**config.mk**
```make
export PLATFORM = sky130hd
export DESIGN_NAME = regwb_arbiter
export DESIGN_NICKNAME = d
export VERILOG_FILES = /design/src/rtl/regwb_arbiter_pkg.sv /design/src/rtl/regwb_fifo2.sv /design/src/rtl/regwb_arbiter.sv
export SDC_FILE = /design/constraint.sdc
export NUM_CORES = 1
export LEC_CHECK = 0
export CAP_MARGIN = 20
export CORE_MARGIN = 2
export CORE_UTILIZATION = 45
export DETAILED_ROUTE_END_ITERATION = 8
export PLACE_DENSITY = 0.7
export SLEW_MARGIN = 20
export SYNTH_ARGS = -nofsm -noshare
export SYNTH_HDL_FRONTEND = slang
export SYNTH_SLANG_ARGS = --single-unit
```
**constraint.sdc**
```tcl
create_clock -name CLK -period 3.7 [get_ports CLK]
set_input_delay 0.37 -clock CLK [delete_from_list [all_inputs] [get_ports CLK]]
set_output_delay 0.37 -clock CLK [all_outputs]
set_load 0.01 [all_outputs]
```
**src/rtl/regwb_arbiter_pkg.sv**
```systemverilog
// Shared definitions for the writeback arbiter: opcodes, widths, FIFO entry and grant types.
// No logic; types and constants only.
package regwb_arbiter_pkg;

    localparam int XLEN       = 32;
    localparam int REG_ADDR_W = 5;

    localparam logic [6:0] LUI   = 7'b0110111;
    localparam logic [6:0] AUIPC = 7'b0010111;
    localparam logic [6:0] JAL   = 7'b1101111;
    localparam logic [6:0] JALR  = 7'b1100111;
    localparam logic [6:0] BCC   = 7'b1100011;
    localparam logic [6:0] LCC   = 7'b0000011;
    localparam logic [6:0] SCC   = 7'b0100011;
    localparam logic [6:0] MCC   = 7'b0010011;
    localparam logic [6:0] RCC   = 7'b0110011;
    localparam logic [6:0] SYS   = 7'b1110011;

    typedef struct packed {
        logic [REG_ADDR_W-1:0] rd;
        logic [XLEN-1:0]       data;
        logic                  kill;
        logic [3:0]            age;
    } fifo_ent_t;

    typedef enum logic [1:0] {
        GNT_NONE,
        GNT_PIPE,
        GNT_HEAD,
        GNT_BYP
    } gnt_t;

endpackage

```
**src/rtl/regwb_fifo2.sv**
```systemverilog
// Two-entry MDU result queue with per-entry kill-by-rd and head age counter.
// Push/pop take effect at the edge; caller must not push when full.
module regwb_fifo2
    import regwb_arbiter_pkg::*;
(
    input  logic                  CLK,
    input  logic                  RES,
    input  logic                  i_push,
    input  logic [REG_ADDR_W-1:0] i_push_rd,
    input  logic [XLEN-1:0]       i_push_data,
    input  logic                  i_pop,
    input  logic                  i_kill_vld,
    input  logic [REG_ADDR_W-1:0] i_kill_rd,
    output logic                  o_head_vld,
    output logic [REG_ADDR_W-1:0] o_head_rd,
    output logic [XLEN-1:0]       o_head_data,
    output logic                  o_head_kill,
    output logic [3:0]            o_head_age,
    output logic [1:0]            o_count
);

    fifo_ent_t  r_mem [2];
    logic       r_wr_ptr;
    logic       r_rd_ptr;
    logic [1:0] r_count;
    logic [1:0] w_valid;

    always_comb begin
        w_valid = '0;
        for (int i = 0; i < 2; i++) begin
            w_valid[i] = (r_count == 2'd2) || ((r_count == 2'd1) && (r_rd_ptr == 1'(i)));
        end
    end

    always_ff @(posedge CLK) begin
        if (RES) begin
            for (int i = 0; i < 2; i++) begin
                r_mem[1'(i)] <= '0;
            end
            r_wr_ptr <= 1'b0;
            r_rd_ptr <= 1'b0;
            r_count  <= 2'd0;
        end else begin
            for (int i = 0; i < 2; i++) begin
                if (i_kill_vld && w_valid[i] && (r_mem[1'(i)].rd == i_kill_rd)) begin
                    r_mem[1'(i)].kill <= 1'b1;
                end
            end
            // Only the head ages; the other slot keeps age 0 until it moves up.
            if (r_count != 2'd0) begin
                if (i_pop) begin
                    r_mem[r_rd_ptr].age <= 4'd0;
                end else if (r_mem[r_rd_ptr].age != 4'd15) begin
                    r_mem[r_rd_ptr].age <= r_mem[r_rd_ptr].age + 4'd1;
                end
            end
            if (i_pop) begin
                r_rd_ptr <= ~r_rd_ptr;
            end
            // A fresh entry is never killed by a same-cycle PIPE write, so it overrides the kill update.
            if (i_push) begin
                r_mem[r_wr_ptr] <= '{rd: i_push_rd, data: i_push_data, kill: 1'b0, age: 4'd0};
                r_wr_ptr        <= ~r_wr_ptr;
            end
            r_count <= r_count + {1'b0, i_push} - {1'b0, i_pop};
        end
    end

    assign o_head_vld  = (r_count != 2'd0);
    assign o_head_rd   = r_mem[r_rd_ptr].rd;
    assign o_head_data = r_mem[r_rd_ptr].data;
    assign o_head_kill = r_mem[r_rd_ptr].kill;
    assign o_head_age  = r_mem[r_rd_ptr].age;
    assign o_count     = r_count;

endmodule

```
**src/rtl/regwb_arbiter.sv**
```systemverilog
// Register-file write arbiter between the pipeline writeback stage and a multi-cycle unit.
// RF write one cycle after grant; PIPE_stall holds the pipe on starvation, MDU_ready drops when queue full.
module regwb_arbiter
    import regwb_arbiter_pkg::*;
#(
    parameter int STARVE_LIMIT = 4
) (
    input  logic                  CLK,
    input  logic                  RES,
    input  logic                  PIPE_valid,
    input  logic [REG_ADDR_W-1:0] PIPE_rd,
    input  logic [XLEN-1:0]       PIPE_data,
    output logic                  PIPE_stall,
    input  logic                  MDU_valid,
    input  logic [REG_ADDR_W-1:0] MDU_rd,
    input  logic [XLEN-1:0]       MDU_data,
    output logic                  MDU_ready,
    output logic                  RF_we,
    output logic [REG_ADDR_W-1:0] RF_waddr,
    output logic [XLEN-1:0]       RF_wdata
);

    localparam logic [3:0] LP_STARVE = 4'(STARVE_LIMIT);

    logic                  r_mdu_ready;
    logic                  r_rf_we;
    logic [REG_ADDR_W-1:0] r_rf_waddr;
    logic [XLEN-1:0]       r_rf_wdata;

    logic                  w_head_vld;
    logic [REG_ADDR_W-1:0] w_head_rd;
    logic [XLEN-1:0]       w_head_data;
    logic                  w_head_kill;
    logic [3:0]            w_head_age;
    logic [1:0]            w_count;
    logic [1:0]            w_count_nxt;
    logic                  w_mdu_hs;
    logic                  w_starve;
    gnt_t                  w_gnt;
    logic                  w_stall;
    logic                  w_push;
    logic                  w_pop;
    logic                  w_kill_vld;
    logic                  w_wr_en;
    logic [REG_ADDR_W-1:0] w_wr_rd;
    logic [XLEN-1:0]       w_wr_data;

    assign w_mdu_hs = MDU_valid && r_mdu_ready;
    assign w_starve = w_head_vld && (w_head_age >= LP_STARVE);

    always_comb begin
        w_gnt   = GNT_NONE;
        w_stall = 1'b0;
        if (!RES) begin
            if (w_starve) begin
                w_gnt   = GNT_HEAD;
                w_stall = PIPE_valid;
            end else if (PIPE_valid) begin
                w_gnt = GNT_PIPE;
            end else if (w_head_vld) begin
                w_gnt = GNT_HEAD;
            end else if (w_mdu_hs) begin
                w_gnt = GNT_BYP;
            end
        end
    end

    assign w_push      = !RES && w_mdu_hs && (w_gnt != GNT_BYP);
    assign w_pop       = (w_gnt == GNT_HEAD);
    assign w_kill_vld  = (w_gnt == GNT_PIPE) && (PIPE_rd != '0);
    assign w_count_nxt = w_count + {1'b0, w_push} - {1'b0, w_pop};

    always_comb begin
        w_wr_rd   = '0;
        w_wr_data = '0;
        w_wr_en   = 1'b0;
        case (w_gnt)
            GNT_PIPE: begin
                w_wr_rd   = PIPE_rd;
                w_wr_data = PIPE_data;
                w_wr_en   = (PIPE_rd != '0);
            end
            GNT_HEAD: begin
                w_wr_rd   = w_head_rd;
                w_wr_data = w_head_data;
                w_wr_en   = (w_head_rd != '0) && !w_head_kill;
            end
            GNT_BYP: begin
                w_wr_rd   = MDU_rd;
                w_wr_data = MDU_data;
                w_wr_en   = (MDU_rd != '0);
            end
            default: begin
                w_wr_en = 1'b0;
            end
        endcase
    end

    regwb_fifo2 u_fifo (
        .CLK         (CLK),
        .RES         (RES),
        .i_push      (w_push),
        .i_push_rd   (MDU_rd),
        .i_push_data (MDU_data),
        .i_pop       (w_pop),
        .i_kill_vld  (w_kill_vld),
        .i_kill_rd   (PIPE_rd),
        .o_head_vld  (w_head_vld),
        .o_head_rd   (w_head_rd),
        .o_head_data (w_head_data),
        .o_head_kill (w_head_kill),
        .o_head_age  (w_head_age),
        .o_count     (w_count)
    );

    always_ff @(posedge CLK) begin
        if (RES) begin
            r_rf_we     <= 1'b0;
            r_rf_waddr  <= '0;
            r_rf_wdata  <= '0;
            r_mdu_ready <= 1'b1;
        end else begin
            r_rf_we <= w_wr_en;
            if (w_gnt != GNT_NONE) begin
                r_rf_waddr <= w_wr_rd;
                r_rf_wdata <= w_wr_data;
            end
            r_mdu_ready <= (w_count_nxt != 2'd2);
        end
    end

    assign PIPE_stall = w_stall;
    assign MDU_ready  = r_mdu_ready;
    assign RF_we      = r_rf_we;
    assign RF_waddr   = r_rf_waddr;
    assign RF_wdata   = r_rf_wdata;

endmodule

```
Yosys cells after proc, flatten, opt, wreduce, memory -nomap -nowiden. Memories as Yosys holds them, arrays and structs flattened. A register that Yosys moved wholly into a read port is not among the register bits. Index checks and enable logic that the tools add are counted.

Equality and inequality tests: 10. Bitwise operators: 5. Add/subtract/negate cells: 3. Reductions and logical operators: 21. Multiplexer cells: 35. $lt $le $gt $ge: 1.

Operator list (number): 32-bit one-hot mux with 3 select lines (1); 1-bit 2-to-1 mux (26); 5-bit one-hot mux with 3 select lines (1); 5-bit nonzero test (3); 1-bit logical AND (12); 5-bit == test (2); 2-bit 2-to-1 mux (5); 2-bit == test (second input constant) (3); 4-bit by 1-bit adder with 4-bit output (second input constant) (1); 2-bit by 1-bit == test with 1-bit output (second input constant) (2); 4-bit by 3-bit >= comparator with 1-bit output (second input constant) (1); 4-bit 2-to-1 mux (1); 2-bit inequality test (second input constant) (2); 4-bit inequality test (second input constant) (1); 2-bit nonzero test (2); 1-bit bitwise OR (3); 1-bit one-hot mux with 3 select lines (1); 2-bit by 1-bit adder with 2-bit output (1); 1-bit zero test (2); 1-bit logical OR (2); 1-bit inverter (2); 2-bit by 1-bit subtractor with 2-bit output (1).

Input bits: 78. Word-level logic and storage cells: 83. Memories kept: 1. RAM bits: 84. Flip-flop bits (word level): 43.

Memory list: u_fifo.r_mem (depth 2, width 42, rd ports 3, clocked after memory_dff 1, wr ports 4, line regwb_fifo2.sv:22) `fifo_ent_t r_mem [2];`.

Longest topological paths before layout.
Word-level depth: 14. Depth in mapped cells: 10. Depth with buffers taken out: 8.

Cells and area by module. A second synthesis with hierarchy kept.

Cells, all modules: 530. Area, all modules: 6174.7 um^2.

Modules (own cells, without submodules): regwb_fifo2 (seq. area each 2522.4 um^2, instances 1, area each 4121.5 um^2, cells each 305); regwb_arbiter (seq. area each 780.7 um^2, instances 1, area each 2053.2 um^2, cells each 225).

Worst setup path before layout. No wires, ideal clock.

Path type: input to register. Start: input port PIPE_valid. End: memory u_fifo.r_mem[1][10] (netlist bit), enable pin. Stages on the path: 5. Setup time: 412 ps. Path slack: 1060 ps. Data required time: 3288 ps. Data arrival time: 2228 ps. Cells stage by stage: buf_2 nor3_2 nor4b_1 or2_2 clkbuf_1.

RTL lines: start: declaration (line regwb_arbiter.sv:10) `input logic PIPE_valid,`; end: declaration (line regwb_fifo2.sv:22).

==> impl_metrics.py <==
metrics = {
    "hold_path": {
        "min_from": "u_fifo.r_mem[1][3]$_SDFFE_PP0P_",
        "min_path_cells": 2,
        "holdPathEnd": "u_fifo.r_mem[1][3]$_SDFFE_PP0P_",
        "hp-class": "register to register",
    },
    "grt": {
        "antenna_found_initial": 0,
        "grt_pass1_vias": 4995,
        "grt_pass1_wl_um": 25300,
        "grt_use_total_pct": 22.3,
        "overflow": 0,
        "grt_max_degree": 43,
    },
    "route": {
        "wire_per_inst_um": 18.8,
        "via_per_inst": 5.61,
        "first_pass_iters": 4,
        "drc": 0,
        "dr.first_iter.drc_count": 206,
        "vias": 4765,
        "routed_wl_um": 16000,
        "postRouteAntennaNets": 0,
    },
    "cells_and_area": {
        "final_cell_mix": "116 x clkdlybuf4s50_1, 74 x and2_1, 74 x edfxtp_1",
        "num-nets-final": 737,
        "syn_to_final_growth_pct": 30.3,
        "mostFrequentLayoutCell": "clkdlybuf4s50_1",
        "instances_no_fill": 849,
        "drive_gt1_share_pct": 20.6,
        "n_antenna_cell": 0,
    },
    "synthesis": {
        "synth_edf_count": 74,
        "synth_nets": 633,
        "ys.flop_type": "edfxtp_1",
        "synthDistinctLibCells": 56,
        "synthTopCellsByArea": "edfxtp_1 35%, dfxtp_1 17%, and2_1 7.3%",
        "syn_avg_cell_area_um2": 11.5,
        "ys_ff_latch": 128,
        "yosysWarnings": 0,
        "synth_area_um2": 6330,
        "ys_seq_area_share_pct": 52.2,
        "syn_inst": 552,
        "synthArstFlopShare_pct": 0,
        "netlist.area_leader.share_pct": 35.1,
        "synth.largest_area_cell": "edfxtp_1",
    },
    "floorplanning": {
        "coreArea_um2": 13800,
        "ios": 118,
        "num_rows": 43,
        "die_w_um": 123,
        "die_y_um": 123,
        "initial_utilization_pct": 45.8,
        "die-area_um2": 15000,
    },
    "sta": {
        "final_hold_viol_count": 0,
        "tns_ps": 0,
        "fmax_mhz": 364,
        "clock_skew_ps": 6.76,
        "tightestPinTransition_ps": 1010,
        "slew_headroom_pct": 32.7,
        "maxSlewViolCount": 0,
        "finalCriticalPeriod_ps": 2750,
        "setup_viol": 0,
        "rsz0062_at_grt": "false",
        "period_share_pct": 74.3,
    },
    "placement": {
        "gp_congestion": 0.810,
        "io_buffer_count": 117,
        "dpl.cell_count": 816,
        "post-dp-hpwl_um": 10100,
    },
    "clock_network": {
        "clock_latency_ps": 420,
        "ctsHoldBuffers": 0,
        "cts_root_buffer": "clkbuf_16",
        "tritoncts": "done",
        "path_clk_slew_ps": 50,
        "htree_levels": 4,
        "cts-resized-gates": 0,
        "cts.sinks": 128,
        "cts_buffers": 17,
        "clock_path_buffers": 2,
        "post-cts-setup-buffer-count": 0,
    },
    "critical_path": {
        "timing.reg2reg.setup_slack_ps": 950,
        "worst_path_most_repeated_cell": "ha_1",
        "rr_endpoint": "MDU_ready$_SDFF_PP1_",
        "crit_fanout": 26,
        "reg2regPathDepth": 8,
        "critical_path_arrival_ps": 3050,
        "path_cells": "buf_4, or3b_1, a21boi_0, nor2_1, ha_1, inv_1, ha_1, or3_1",
        "end_kind": "register",
        "slowest_stage": "or3b_1",
        "critPathBufInv": 2,
        "cpPeakStageDelay_ps": 510,
        "path_delay_family": "simple AND/OR/NAND/NOR gates",
        "critical_path_class": "register to register",
        "required_ps": 4000,
        "worst_setup_path_start_kind": "register",
    },
    "status": {
        "status": "completed",
    },
    "pwr": {
        "power.density_nw_per_um2": 514,
        "power.share.sequential_pct": 40.3,
        "power.share.clock_pct": 39.6,
        "swShare_pct": 26.5,
        "pwr-share-comb_pct": 20.0,
        "p_leak_nw": 2.94,
        "internal_power_w": 0.00312,
        "ir_worst_vdd_mv": 0.314,
        "switching_power_w": 0.00112,
    },
    "job": {
        "cap_viol_max_count": 0,
    },
}
layer usage:
| metal | global-route usage (%) | routed length [µm] | vias to the layer above |
|---|---|---|---|
| li1 | - | - | 2266 |
| met1 | 27.4 | 6960 | 2334 |
| met2 | 38.9 | 7990 | 149 |
| met3 | 4.69 | 824 | 16 |
| met4 | 7.11 | 198 | 0 |
| met5 | 0 | 0 | - |
final cells by class:
cell class | instances | area [µm²]
Multi-Input combinational cell | 376 | 2810
Fill cell | 1150 | 5590
Clock buffer | 20 | 457
Sequential cell | 128 | 3300
Clock inverter | 12 | 140
Tap cell | 180 | 225
Inverter | 1 | 3.75
Timing Repair Buffer | 132 | 1300
power groups by stage:
stage | Clock [W] | Sequential [W] | Combinational [W]
2_1_floorplan | 0 | 0.00174 | 0.000493
6_report | 0.00168 | 0.00171 | 0.000849
5_1_grt | 0.00176 | 0.00172 | 0.000920
3_3_place_gp | 0 | 0.00173 | 0.000826
4_1_cts | 0.00169 | 0.00171 | 0.000846
3_5_place_dp | 0 | 0.00174 | 0.000841
worst register-to-register path: cells and delay by family, from the launching register on:
| family | cells | cell delay (ps) |
|---|---|---|
| adders and majority gates | 2 | 580 |
| AOI/OAI and AO/OA | 1 | 390 |
| buffers and inverters | 2 | 360 |
| DFF | 1 | 320 |
| and+or+nand+nor | 3 | 970 |
kinds of logic after synthesis:
group / share of synthesized area [%]
and+or+nand+nor: 18.4
DFF: 52.2
AOI/OAI and AO/OA: 15.6
buffers and inverters: 4.00
muxes: 7.26
xor gates and xnor gates: 1.94
adders and majority gates: 0.593
state kept, by name, indices dropped and copies added (netlist names), named ones only:
| name | flops |
|---|---|
| u_fifo.r_mem | 84 |
| RF_wdata | 32 |
| RF_waddr | 5 |
| u_fifo.o_count | 2 |
| MDU_ready | 1 |
| RF_we | 1 |
| u_fifo.r_rd_ptr | 1 |
| u_fifo.r_wr_ptr | 1 |
how the worst max path moves through the flow:
stage / start / cells past startpoint / endpoint
2_1_floorplan: PIPE_valid / 5 / u_fifo.r_mem[1][10]$_DFFE_PP_
3_3_place_gp: RES / 6 / RF_wdata[28]$_SDFFE_PP0P_
3_5_place_dp: RES / 6 / RF_wdata[8]$_SDFFE_PP0P_
4_1_cts: PIPE_valid / 5 / PIPE_stall
5_1_grt: register / 8 / MDU_ready$_SDFF_PP1_
6_report: register / 8 / MDU_ready$_SDFF_PP1_
metrics by stage:
step	util (%)	total power [W]	setup WS, ps	area (µm²)	hold slack, ps
2_1_floorplan	-	0.00223	1060	6330	419
3_3_place_gp	55.0	0.00256	889	7610	438
3_5_place_dp	55.0	0.00258	841	7610	440
4_1_cts	59.4	0.00425	902	8210	449
5_1_grt	59.6	0.00440	749	8240	481
6_report	59.6	0.00424	952	8240	450
Yosys cell counts (2+ instances only):
| cell type | number |
|---|---|
| and2_1 | 74 |
| edfxtp_1 | 74 |
| dfxtp_1 | 54 |
| nand3_1 | 54 |
| nor2_1 | 49 |
| mux2_2 | 39 |
| clkbuf_1 | 32 |
| a211oi_2 | 18 |
| a221oi_2 | 18 |
| o21ai_0 | 16 |
| a311oi_1 | 12 |
| xor2_1 | 12 |
| a21oi_1 | 10 |
| nand2_1 | 9 |
| a211oi_1 | 7 |
| a221oi_1 | 6 |
| buf_2 | 6 |
| buf_6 | 4 |
| nor3_1 | 4 |
| or3_1 | 4 |
| ha_1 | 3 |
| nand2b_1 | 3 |
| nor3b_1 | 3 |
| a2111oi_0 | 2 |
| a21o_1 | 2 |
| a41oi_1 | 2 |
| mux2i_1 | 2 |
| nand4_1 | 2 |
| nor4_1 | 2 |
| or2_2 | 2 |
| xnor2_1 | 2 |
(Power assumes the default switching activity.)
